--- config.mk ---
export PLATFORM = sky130hd
export DESIGN_NAME = pwm_ramp_ctrl
export DESIGN_NICKNAME = d
export VERILOG_FILES = /design/src/rtl/pwm_pkg.sv /design/src/rtl/pwm_core.sv /design/src/rtl/pwm_ramp_ctrl.sv
export SDC_FILE = /design/constraint.sdc
export NUM_CORES = 1
export LEC_CHECK = 0
export CAP_MARGIN = 20
export CORE_MARGIN = 4
export CORE_UTILIZATION = 35
export DETAILED_ROUTE_END_ITERATION = 16
export GPL_TIMING_DRIVEN = 0
export PLACE_DENSITY = 0.52
export SYNTH_ARGS = -nofsm -noshare
export SYNTH_HDL_FRONTEND = slang
export SYNTH_HIERARCHICAL = 1
export SYNTH_SLANG_ARGS = --single-unit
--- constraint.sdc ---
create_clock -name clk -period 6.06 [get_ports clk]
set_input_delay 1.212 -clock clk [delete_from_list [all_inputs] [get_ports clk]]
set_output_delay 1.212 -clock clk [all_outputs]
set_load 0.02 [all_outputs]
--- src/rtl/pwm_pkg.sv ---
// Shared definitions for the PWM ramp controller.
// Holds the default widths and the ramp FSM state encoding used by pwm_ramp_ctrl.
package pwm_pkg;

    localparam int unsigned DefWidth    = 8;
    localparam int unsigned DefIvlWidth = 8;

    // Ramp FSM states; plain constants keep the encoding visible to legacy tools.
    typedef logic [1:0] state_t;
    localparam state_t StIdle = 2'd0;
    localparam state_t StRamp = 2'd1;
    localparam state_t StHold = 2'd2;

endpackage

--- src/rtl/pwm_core.sv ---
// PWM period counter and comparator.
// Ports:
//   clk, rst_n      - clock, asynchronous active-low reset
//   enable_i        - runs the counter; counter held at 0 while low
//   duty_i          - duty applied to the compare
//   wrap_o          - last cycle of the period (enable and cnt at max)
//   period_start_o  - high while cnt is 0 and enable is high
//   pwm_o           - registered enable & (cnt < duty)
module pwm_core
    import pwm_pkg::*;
#(
    parameter int unsigned WIDTH = DefWidth
) (
    input  logic             clk,
    input  logic             rst_n,
    input  logic             enable_i,
    input  logic [WIDTH-1:0] duty_i,
    output logic             wrap_o,
    output logic             period_start_o,
    output logic             pwm_o
);

    logic [WIDTH-1:0] cnt_q, cnt_d;
    logic             pwm_q, pwm_d;

    always_comb begin
        cnt_d = enable_i ? cnt_q + WIDTH'(1) : '0;
        pwm_d = enable_i & (cnt_q < duty_i);
    end

    always_ff @(posedge clk or negedge rst_n) begin
        if (!rst_n) begin
            cnt_q <= '0;
            pwm_q <= 1'b0;
        end else begin
            cnt_q <= cnt_d;
            pwm_q <= pwm_d;
        end
    end

    assign wrap_o         = enable_i & (cnt_q == '1);
    // Gated by rst_n so the pulse is forced low while reset is held.
    assign period_start_o = rst_n & enable_i & (cnt_q == '0);
    assign pwm_o          = pwm_q;

endmodule

--- src/rtl/pwm_ramp_ctrl.sv ---
// PWM generator with a period-aligned duty ramp toward a requested target.
// Optional feature macro: PWM_RAMP_DONE_IRQ_EN adds done_irq, a one-cycle pulse on every
// arrival in HOLD (ramp completion or a request that needs no ramp).
// Ports:
//   clk, rst_n                 - clock, asynchronous active-low reset
//   enable                     - runs the period counter, gates pwm, aborts ramps when low
//   tgt_valid / tgt_ready      - request handshake
//   tgt_duty, tgt_step, tgt_ivl - target duty, step size (0 means 1), extra periods per step
//   duty_cur                   - duty currently applied
//   pwm, period_start, busy    - waveform, period-start pulse, ramp in progress
//   done_irq (optional)        - arrival-in-HOLD pulse
module pwm_ramp_ctrl
    import pwm_pkg::*;
#(
    parameter int unsigned WIDTH     = DefWidth,
    parameter int unsigned IVL_WIDTH = DefIvlWidth
) (
    input  logic                 clk,
    input  logic                 rst_n,
    input  logic                 enable,
    input  logic                 tgt_valid,
    output logic                 tgt_ready,
    input  logic [WIDTH-1:0]     tgt_duty,
    input  logic [WIDTH-1:0]     tgt_step,
    input  logic [IVL_WIDTH-1:0] tgt_ivl,
    output logic [WIDTH-1:0]     duty_cur,
    output logic                 pwm,
    output logic                 period_start,
    output logic                 busy
`ifdef PWM_RAMP_DONE_IRQ_EN
    ,
    output logic                 done_irq
`endif
);

    state_t               state_q, state_d;
    logic [WIDTH-1:0]     duty_q, duty_d;
    logic [WIDTH-1:0]     tgt_q, tgt_d;
    logic [WIDTH-1:0]     step_q, step_d;
    logic [IVL_WIDTH-1:0] ivl_q, ivl_d;
    logic [IVL_WIDTH-1:0] ivl_cnt_q, ivl_cnt_d;

    logic             wrap;
    logic             accept;
    logic [WIDTH-1:0] step_eff;
    logic [WIDTH-1:0] dist_up;
    logic [WIDTH-1:0] dist_dn;

    pwm_core #(
        .WIDTH (WIDTH)
    ) u_core (
        .clk            (clk),
        .rst_n          (rst_n),
        .enable_i       (enable),
        .duty_i         (duty_q),
        .wrap_o         (wrap),
        .period_start_o (period_start),
        .pwm_o          (pwm)
    );

    // Gated by rst_n so ready reads 0 while reset is held even with enable high.
    assign tgt_ready = rst_n & enable & ((state_q == StIdle) | (state_q == StHold));
    assign accept    = tgt_valid & tgt_ready;
    assign step_eff  = (step_q == '0) ? WIDTH'(1) : step_q;
    // Only the distance on the side of the target is consulted, so no wrap is possible.
    assign dist_up   = tgt_q - duty_q;
    assign dist_dn   = duty_q - tgt_q;

    always_comb begin
        state_d   = state_q;
        duty_d    = duty_q;
        tgt_d     = tgt_q;
        step_d    = step_q;
        ivl_d     = ivl_q;
        ivl_cnt_d = ivl_cnt_q;
        if (!enable) begin
            state_d = StIdle;
        end else if (accept) begin
            // Acceptance never happens in RAMP, so a coincident wrap cannot step here.
            tgt_d     = tgt_duty;
            step_d    = tgt_step;
            ivl_d     = tgt_ivl;
            ivl_cnt_d = '0;
            state_d   = (tgt_duty != duty_q) ? StRamp : StHold;
        end else if ((state_q == StRamp) && wrap) begin
            if (ivl_cnt_q != ivl_q) begin
                ivl_cnt_d = ivl_cnt_q + IVL_WIDTH'(1);
            end else begin
                ivl_cnt_d = '0;
                if (tgt_q > duty_q) begin
                    if (dist_up <= step_eff) begin
                        duty_d  = tgt_q;
                        state_d = StHold;
                    end else begin
                        duty_d = duty_q + step_eff;
                    end
                end else begin
                    if (dist_dn <= step_eff) begin
                        duty_d  = tgt_q;
                        state_d = StHold;
                    end else begin
                        duty_d = duty_q - step_eff;
                    end
                end
            end
        end
    end

    always_ff @(posedge clk or negedge rst_n) begin
        if (!rst_n) begin
            state_q   <= StIdle;
            duty_q    <= '0;
            tgt_q     <= '0;
            step_q    <= '0;
            ivl_q     <= '0;
            ivl_cnt_q <= '0;
        end else begin
            state_q   <= state_d;
            duty_q    <= duty_d;
            tgt_q     <= tgt_d;
            step_q    <= step_d;
            ivl_q     <= ivl_d;
            ivl_cnt_q <= ivl_cnt_d;
        end
    end

    assign duty_cur = duty_q;
    assign busy     = (state_q == StRamp);

`ifdef PWM_RAMP_DONE_IRQ_EN
    logic done_q, done_d;

    // Entering HOLD from a ramp or via a request; aborts go to IDLE and never pulse.
    assign done_d = enable & (state_d == StHold) & ((state_q == StRamp) | accept);

    always_ff @(posedge clk or negedge rst_n) begin
        if (!rst_n) begin
            done_q <= 1'b0;
        end else begin
            done_q <= done_d;
        end
    end

    assign done_irq = done_q;
`endif

endmodule

==> results of run 1 <==
## cell families (layout without fill, tap and decap cells)
group / count (synthesis) / after routing
mux: 3 / 3
xor+xnor: 38 / 38
buf+inv: 67 / 115
simple gates: 165 / 165
compound gates: 116 / 116
flops: 51 / 51
fa+ha+maj: 58 / 58
## layout by cell type, fill, tap and decap left out, drive strengths merged, types with 4 or more instances in the layout
cell type	synthesis	layout
xor2	15	15
clkbuf	10	15
o21bai	9	9
inv	52	54
nor4	5	5
nand3	9	9
nand2b	7	7
a21oi	23	23
o21ai	43	43
a211oi	5	5
nand4	9	9
nor2b	9	9
and3	5	5
or3	5	5
or2	5	5
buf	5	7
dfrtp	51	51
nand2	64	64
nor2	34	34
fa	4	4
o22ai	4	4
clkdlybuf4s50	0	38
ha	54	54
xnor2	23	23
and2	4	4
o211ai	4	4
nor3	5	5
## critical path, stage by stage
cell and delay, ps:
buf_2 480, buf_12 280, or4b_1 470, nor4_2 220, clkdlybuf4s50_1 640
## area by class of cell
class,instances,share of cell area (%)
multi-input cells,380,54.0
repair buffers,40,8.21
inverters,52,3.95
clock buffers,5,2.53
well taps,143,3.62
plain buffers,15,1.27
clock inverters,3,0.558
flip-flops and latches,51,25.8
## sequential cells by signal, indices dropped and copies added (netlist names)
signal and count:
state_q 2, tgt_q 8, u_core/cnt_q 8, step_q 8
ivl_q 8, u_core/pwm_o 1, duty_cur 8, ivl_cnt_q 8
## power breakdown
group	switching [uW]	leakage [uW]	internal, uW
Sequential	36.6	0.000642	376
Clock	143	0.0000723	158
Combinational	333	0.00158	255
Total	513	0.00229	789
## worst max path at each step
stage	from	to	cells past startpoint
6_report	rst_n	period_start	5
5_1_grt	rst_n	period_start	5
4_1_cts	rst_n	period_start	5
3_5_place_dp	rst_n	period_start	5
3_3_place_gp	rst_n	period_start	4
2_1_floorplan	duty_cur[1]	duty_cur[1]	14
## stage by stage
step | worst slack [ps] | hold WS, ps | instances
after detailed placement | 1460 | 486 | 681
after CTS | 1450 | 506 | 689
after global routing | 1340 | 516 | 689
final | 1540 | 502 | 689
after global placement | -105 | 486 | 680
after floorplan | 2390 | 448 | 498
## routing by layer
layer	share of wire [%]	vias to the layer above
met5	0	-
met4	1.1	0
met3	4.2	12
met2	44	69
met1	51	1720
li1	-	1798
==> flow_summary.toml, run 1 <==
[flow_run]
drv_cap = 0

[sta]
setup_violations = 0
fin_setup_tns_ps = 0
fin_crit_ps = 4520
finClkSkew_ps = 6.62
hold_violations = 0
drv_slew = 0
worst_pin_slew_ps = 1020
fin_crit_sh_pct = 74.6
rsz0062_at_grt = "no"
clock.fmax_mhz = 221
slew_headroom_pct = 31.7

[critical_path]
worstRegToRegCells = 14
crit_type = "in2out"
worstSetupStartpointType = "input pin"
end_kind = "output pin"
r2r-start = "duty_cur[1]"
crit_fanout = 29
r2r-end = "state_q[0]"
arrival_ps = 3310
worst-endpoint-required_ps = 4850
reg2reg_slack_ps = 1700

[drt]
ant_nets = 0
routed_wl_mm = 11.2
drc = 0
vias = 3599
drt_iter0_drc = 141
via_per_inst = 5.22
wl_per_cell_um = 16.2
dr.pass1.iters = 4

[clock_tree]
insertion_delay_ps = 300
clock-root-buffer = "clkbuf_16"
numCtsBuffers = 5
post_cts_buffers = 0
cts_buffer_depth = 2
htree_levels = 2
cts_sinks = 51
cts_resized = 0
cts_hold_buf = 0
clkTransAtPathRegs_ps = 80
cts_tree = "yes"

[layout]
antenna-diode-count = 0
design_area_sq_um = 4940
fillCellCount = 1165
drive_above_1_share_pct = 5.13
nNetsFinal = 631
fin_util_pct = 42.7
area_growth_pct = 17.5
final-seq-area_sq_um = 1280
multi_input_area_sq_um = 2670

[min_path]
hp-start = "ivl_q[4]"
min_path_cells = 2
hp-class = "reg2reg"
hold_end = "ivl_q[4]"

[floorplan]
die-area_sq_um = 13800
rows = 39
coreArea_sq_um = 11600
initial_utilization_pct = 36.3
die_x_um = 118
chipHeight_um = 118
io_pins = 40

[global_routing]
overflow = 0
grt_pass1_wl_mm = 18.5
met1_usage_pct = 23.1
grt_busiest_layer = "met2"
gr-usage-met3_pct = 3.22
grt_max_degree = 30
grt_use_total_pct = 16.4
met2_usage_pct = 26.5
antenna_found_initial = 0
first_global_vias = 3632

[logic_synthesis]
synth_top_family_by_area = "simple AND/OR/NAND/NOR gates"
synth_xor_area_share_pct = 7.92
syn_inst = 498
ys_seq_area_share_pct = 30.4
async_reset_ff_share_pct = 100
synth_compound_area_share_pct = 18.1
synthMuxAreaShare_pct = 0.745
synth_area_per_cell_sq_um = 8.43
yosysTopAreaCell = "dfrtp_1"
synth_edf_count = 0
synth_fa_ha_area_share_pct = 18.0
synth_top_area_share_pct = 30.4
yosysWarnings = 6
ys.flop_type = "dfrtp_1"
ys_ff_latch = 51
synth_cell_type_count = 59
synth_simple_gate_area_share_pct = 18.7
synth.cell_area_sq_um = 4200
syn-num-nets = 584
synthTopCellsByCount = "nand2_1, ha_1, inv_1"
synth.top_cells.by_area = "dfrtp_1, ha_1, nand2_1"
yosysMostFrequentCell = "nand2_1"

[pwr]
p_leak_uw = 0.00229
fin_total_pwr_uw = 1300
power_density_nw_per_um2 = 264
max-vdd-ir-drop_mv = 0.114

[status]
status = "complete, no violations"

[placement]
port_buffers = 39
dp_hpwl_mm = 8.91
routabilityCongestion = 0.872
dpl_cell_area_sq_um = 4780
No activity file was read; power rests on OpenSTA's default activity.
==> run 2, diff against run 1 <==
--- a/config.mk
+++ b/config.mk
@@ -10,7 +10,7 @@
 export CORE_UTILIZATION = 35
 export DETAILED_ROUTE_END_ITERATION = 16
 export GPL_TIMING_DRIVEN = 0
-export PLACE_DENSITY = 0.52
+export PLACE_DENSITY = 0.54
 export SYNTH_ARGS = -nofsm -noshare
 export SYNTH_HDL_FRONTEND = slang
 export SYNTH_HIERARCHICAL = 1
==> constraint.sdc (replaced) <==
create_clock -name clk -period 3.6 [get_ports clk]
set_input_delay 0.72 -clock clk [delete_from_list [all_inputs] [get_ports clk]]
set_output_delay 0.72 -clock clk [all_outputs]
set_load 0.02 [all_outputs]
==> run 2 against run 1 <==
Net effect: setup slack got worse by 1400 ps; final area rose by 4.6%; sequential share of layout area fell by 0.98 points; largest power group unchanged; routed wire length rose by 3.7%; critical endpoint is now duty_cur[7]; register-to-register slack got worse by 1600 ps; die area did not move.
==> flow_summary.toml, run 2 (same netlist as run 1, synthesis figures left out) <==
[sta]
setup_ws_ps = 133
hold_violations = 0
fin_crit_sh_pct = 96.3
clock.fmax_mhz = 288
rsz0062_at_grt = "yes"
fin_crit_ps = 3470
fin_setup_tns_ps = 0
whs_ps = 336
worst_pin_slew_ps = 644
slew_headroom_pct = 57.1
setup_violations = 0
drv_slew = 0
finClkSkew_ps = 6.33

[drt]
dr.pass1.iters = 4
via_per_inst = 5.16
routed_wl_mm = 11.6
ant_nets = 0
drt_iter0_drc = 169
drc = 0
vias = 3614
wl_per_cell_um = 16.5

[clock_tree]
numCtsBuffers = 5
clkTransAtPathRegs_ps = 70
htree_levels = 2
cts_sinks = 51
cts_hold_buf = 0
insertion_delay_ps = 290
cts_tree = "yes"
cts_buffer_depth = 2
clock-root-buffer = "clkbuf_16"

[critical_path]
crit_type = "reg2reg"
worst-endpoint-required_ps = 3830
arrival_ps = 3700
reg2reg_slack_ps = 130
worstSetupStartpointType = "flip-flop"
crit_fanout = 5
r2r-start = "tgt_q[0]"
end_kind = "flip-flop"
r2r-end = "duty_cur[7]"
worstRegToRegCells = 16

[pwr]
internal-power_uw = 1400
combPwrFrac_pct = 49.4
clock_power_share_pct = 20.6
p_leak_uw = 0.00236
p_switching_uw = 912
max-vdd-ir-drop_mv = 0.263
sequentialPowerShare_pct = 30.0
power_density_nw_per_um2 = 447
switching_share_pct = 39.5

[placement]
port_buffers = 39
routabilityCongestion = 0.876
dpl_worst_slack_ps = -429
dp.cells = 681
dp_hpwl_mm = 8.82

[layout]
antenna-diode-count = 0
final_common_cell = "nand2_1"
layout_common_cells = "nand2_1, ha_1, inv_1"
area_growth_pct = 22.9
multi_input_area_sq_um = 2780
fillCellCount = 1182
final-seq-area_sq_um = 1280
fin_cells = 701
nNetsFinal = 644
drive_above_1_share_pct = 12.4

[floorplan]
coreArea_sq_um = 11600
initial_utilization_pct = 36.3
chipHeight_um = 118
die_x_um = 118
die-area_sq_um = 13800
rows = 39
io_pins = 40

[status]
status = "complete, no violations"

[global_routing]
grt_pass1_wl_mm = 18.9
overflow = 0
grt_max_degree = 35
grt_use_total_pct = 16.9
first_global_vias = 3652
antenna_found_initial = 0

[min_path]
hp-class = "in2async"

[flow_run]
drv_cap = 0
run 2: stage by stage:
step | util (%) | area [sq um] | power (uW)
2_1_floorplan | - | 4210 | 1420
3_3_place_gp | 41.3 | 4770 | 1680
3_5_place_dp | 41.4 | 4790 | 1700
4_1_cts | 43.6 | 5040 | 2250
5_1_grt | 44.6 | 5160 | 2480
6_report | 44.6 | 5160 | 2310
run 2: critical path: stages (launching register included):
cell and delay (ps):
dfrtp_1 400, inv_2 100, ha_4 150, fa_2 190, and2b_2 230, o311a_4 320, o21a_1 210, nor2_2 110
xnor2_1 140, ha_1 260, nand4_1 120, a21oi_2 60, o31ai_4 430, buf_4 190, o211ai_1 140, a31oi_4 190
o22a_1 160
run 2: how the worst max path moves through the flow:
stage | start | to | slack [ps]
2_1_floorplan | duty_cur[1] | duty_cur[1] | 120
3_3_place_gp | rst_n | period_start | -1590
3_5_place_dp | duty_cur[1] | state_q[0] | -430
4_1_cts | duty_cur[0] | duty_cur[2] | -50
5_1_grt | tgt_q[0] | duty_cur[2] | -60
6_report | tgt_q[0] | duty_cur[7] | 130
run 2: cell type report:
class	instances	share of cell area, %
Buffer	14	1.31
Multi-Input combinational cell	380	53.9
Clock buffer	5	2.42
Clock inverter	2	0.267
Sequential cell	51	24.9
Timing Repair Buffer	54	9.96
Tap cell	143	3.47
Inverter	52	3.78
run 2: layer usage:
layer	GRT usage [%]	wire, um	vias to the layer above
met2	27.4	5270	82
met1	23.6	5550	1693
met5	0	0	-
met3	3.27	589	15
met4	3.08	165	0
li1	-	-	1824
run 2: what timing repair did:
action,4_1_cts,5_1_grt
gates resized for setup,18,23
buffers inserted,8,6
cloned,0,1
pin swaps,2,17
endpoints found under the setup margin,10,11
run 2: power by group through the flow:
stage                     logic, uW  registers [uW]  clock network [uW]
after floorplan                 737             681                   0
after global placement          977             703                   0
after detailed placement        997             704                   0
after CTS                      1070             694                 487
after global routing           1270             701                 516
final                          1140             694                 476
==> run 3, diff against run 2 <==
--- a/config.mk
+++ b/config.mk
@@ -10,6 +10,7 @@
 export CORE_UTILIZATION = 35
 export DETAILED_ROUTE_END_ITERATION = 16
 export GPL_TIMING_DRIVEN = 0
+export MAX_ROUTING_LAYER = met4
 export PLACE_DENSITY = 0.54
 export SYNTH_ARGS = -nofsm -noshare
 export SYNTH_HDL_FRONTEND = slang
==> run 3 against run 2 <==
Net effect: flip-flop and latch count stayed put; final area stayed put; utilization stayed put; critical path depth is 1 lower; via count is 0.39% lower; combinational power hardly changed; clock skew hardly changed; register-to-register slack hardly changed; global-route usage is 0.49 points higher; setup slack better by 4.6 ps; critical endpoint is now duty_cur[1]; largest cell class unchanged; largest power group unchanged.
==> flow_summary.toml, run 3 (same netlist as run 1, synthesis figures left out) <==
[status]
status = "complete, no violations"

[placement]
dp_hpwl_mm = 8.82
port_buffers = 39
routabilityCongestion = 0.891
dpl_worst_slack_ps = -429

[critical_path]
cp_top_family = "compound AO/OA/AOI/OAI gates"
worst-endpoint-required_ps = 3780
end_kind = "flip-flop"
worstSetupStartpointType = "flip-flop"
slowest_stage = "o31ai_4"
worstRegToRegCells = 15
crit_fanout = 5
crit_type = "reg2reg"
startpoint = "tgt_q[0]"
critPathCapture = "duty_cur[1]"
r2r-start = "tgt_q[0]"
arrival_ps = 3640
worst-path-stages = 15
r2r-end = "duty_cur[1]"
path_cells = "inv_2 -> ha_4 -> fa_2 -> and2b_2 -> o311a_4 -> o21a_1 -> nor2_2 -> xnor2_1 -> ha_1 -> nand4_1 -> a21oi_2 -> o31ai_4 -> or2_2 -> o22ai_1 -> o31a_1"
path_buf_inv = 1
reg2reg_slack_ps = 140
worst_path_largest_cell_delay_ps = 420

[layout]
final_common_cell = "nand2_1"
area_growth_pct = 22.9
nNetsFinal = 644
final-seq-area_sq_um = 1280
drive_above_1_share_pct = 12.4
layout_common_cells = "nand2_1, ha_1, inv_1"
antenna-diode-count = 0
fillCellCount = 1182
fin_util_pct = 44.6
multi_input_area_sq_um = 2780

[clock_tree]
cts_buffer_depth = 2
clkTransAtPathRegs_ps = 70
cts_sinks = 51
htree_levels = 2
insertion_delay_ps = 290
clock-root-buffer = "clkbuf_16"
cts_tree = "yes"
cts_hold_buf = 0
numCtsBuffers = 5

[global_routing]
grt_max_degree = 35
grt_pass1_wl_mm = 18.9
antenna_found_initial = 0
overflow = 0
first_global_vias = 3656
grt_use_total_pct = 17.4

[drt]
vias = 3600
routed_wl_mm = 11.5
via_per_inst = 5.14
drt_iter0_drc = 159
wl_per_cell_um = 16.5
dr.pass1.iters = 4
ant_nets = 0
drc = 0

[pwr]
p_leak_uw = 0.00236
power_density_nw_per_um2 = 447
fin_total_pwr_uw = 2310
max-vdd-ir-drop_mv = 0.263

[sta]
slew_headroom_pct = 55.8
fin_crit_sh_pct = 96.2
hold_violations = 0
worst_pin_slew_ps = 663
setup_violations = 0
fin_crit_ps = 3460
finClkSkew_ps = 6.79
fin_setup_tns_ps = 0
clock.fmax_mhz = 289
setup_ws_ps = 137
drv_slew = 0
rsz0062_at_grt = "yes"

[flow_run]
drv_cap = 0

[floorplan]
coreArea_sq_um = 11600
die_x_um = 118
io_pins = 40
rows = 39
die-area_sq_um = 13800
initial_utilization_pct = 36.3
chipHeight_um = 118

[min_path]
hp-class = "in2async"
-- run 3: cell counts in the layout (fill, tap and decap cells not counted) --
No cell type changed its count.
-- run 3: how the worst min path moves through the flow --
stage / start / endpoint / slack [ps] / cells past startpoint
2_1_floorplan: rst_n / duty_cur[0] / 420 / 0
3_5_place_dp: ivl_q[1] / ivl_q[1] / 490 / 2
3_3_place_gp: ivl_q[0] / ivl_q[0] / 480 / 2
4_1_cts: rst_n / ivl_q[2] / 400 / 1
5_1_grt: rst_n / ivl_q[2] / 350 / 1
6_report: rst_n / ivl_q[2] / 340 / 1
-- run 3: area by class of cell --
type	instances	area share (%)
inverters	52	3.78
well taps	143	3.47
multi-input cells	380	53.9
flip-flops and latches	51	24.9
clock buffers	5	2.42
clock inverters	2	0.267
repair buffers	54	9.96
plain buffers	14	1.31
-- run 3: worst reg2reg max path, stage by stage (launching register included) --
cell     delay (ps)
dfrtp_1         400
inv_2           100
ha_4            150
fa_2            190
and2b_2         230
o311a_4         320
o21a_1          210
nor2_2          110
xnor2_1         140
ha_1            260
nand4_1         120
a21oi_2          60
o31ai_4         420
or2_2           250
o22ai_1          90
o31a_1          290
-- run 3: layer usage --
layer / vias to the layer above / wire (um) / GRT usage (%)
met5: - / 0 / -
met4: 0 / 161 / 3.08
met3: 14 / 582 / 3.60
met2: 77 / 5280 / 27.4
met1: 1680 / 5520 / 23.5
li1: 1829 / - / -
-- run 3: timing repair --
item / CTS / global route
gates resized for setup: 18 / 23
gates cloned: 0 / 1
endpoints found under the setup margin: 10 / 11
pin swaps: 2 / 17
buffers inserted: 8 / 6
hold endpoints to repair: 0 / 0
-- run 3: report_power, final --
group	internal (uW)	leakage (uW)	switching, uW
Sequential	632	0.000637	61.0
Clock	254	0.0000696	220
Combinational	511	0.00165	628
-- run 3: per-stage QoR --
step                      cell area (sq um)  hold WS [ps]  cells
final                                  5160           338    701
after global routing                   5160           349    701
after CTS                              5040           399    695
after detailed placement               4790           486    681
after global placement                 4770           483    680
after floorplan                        4210           424    498
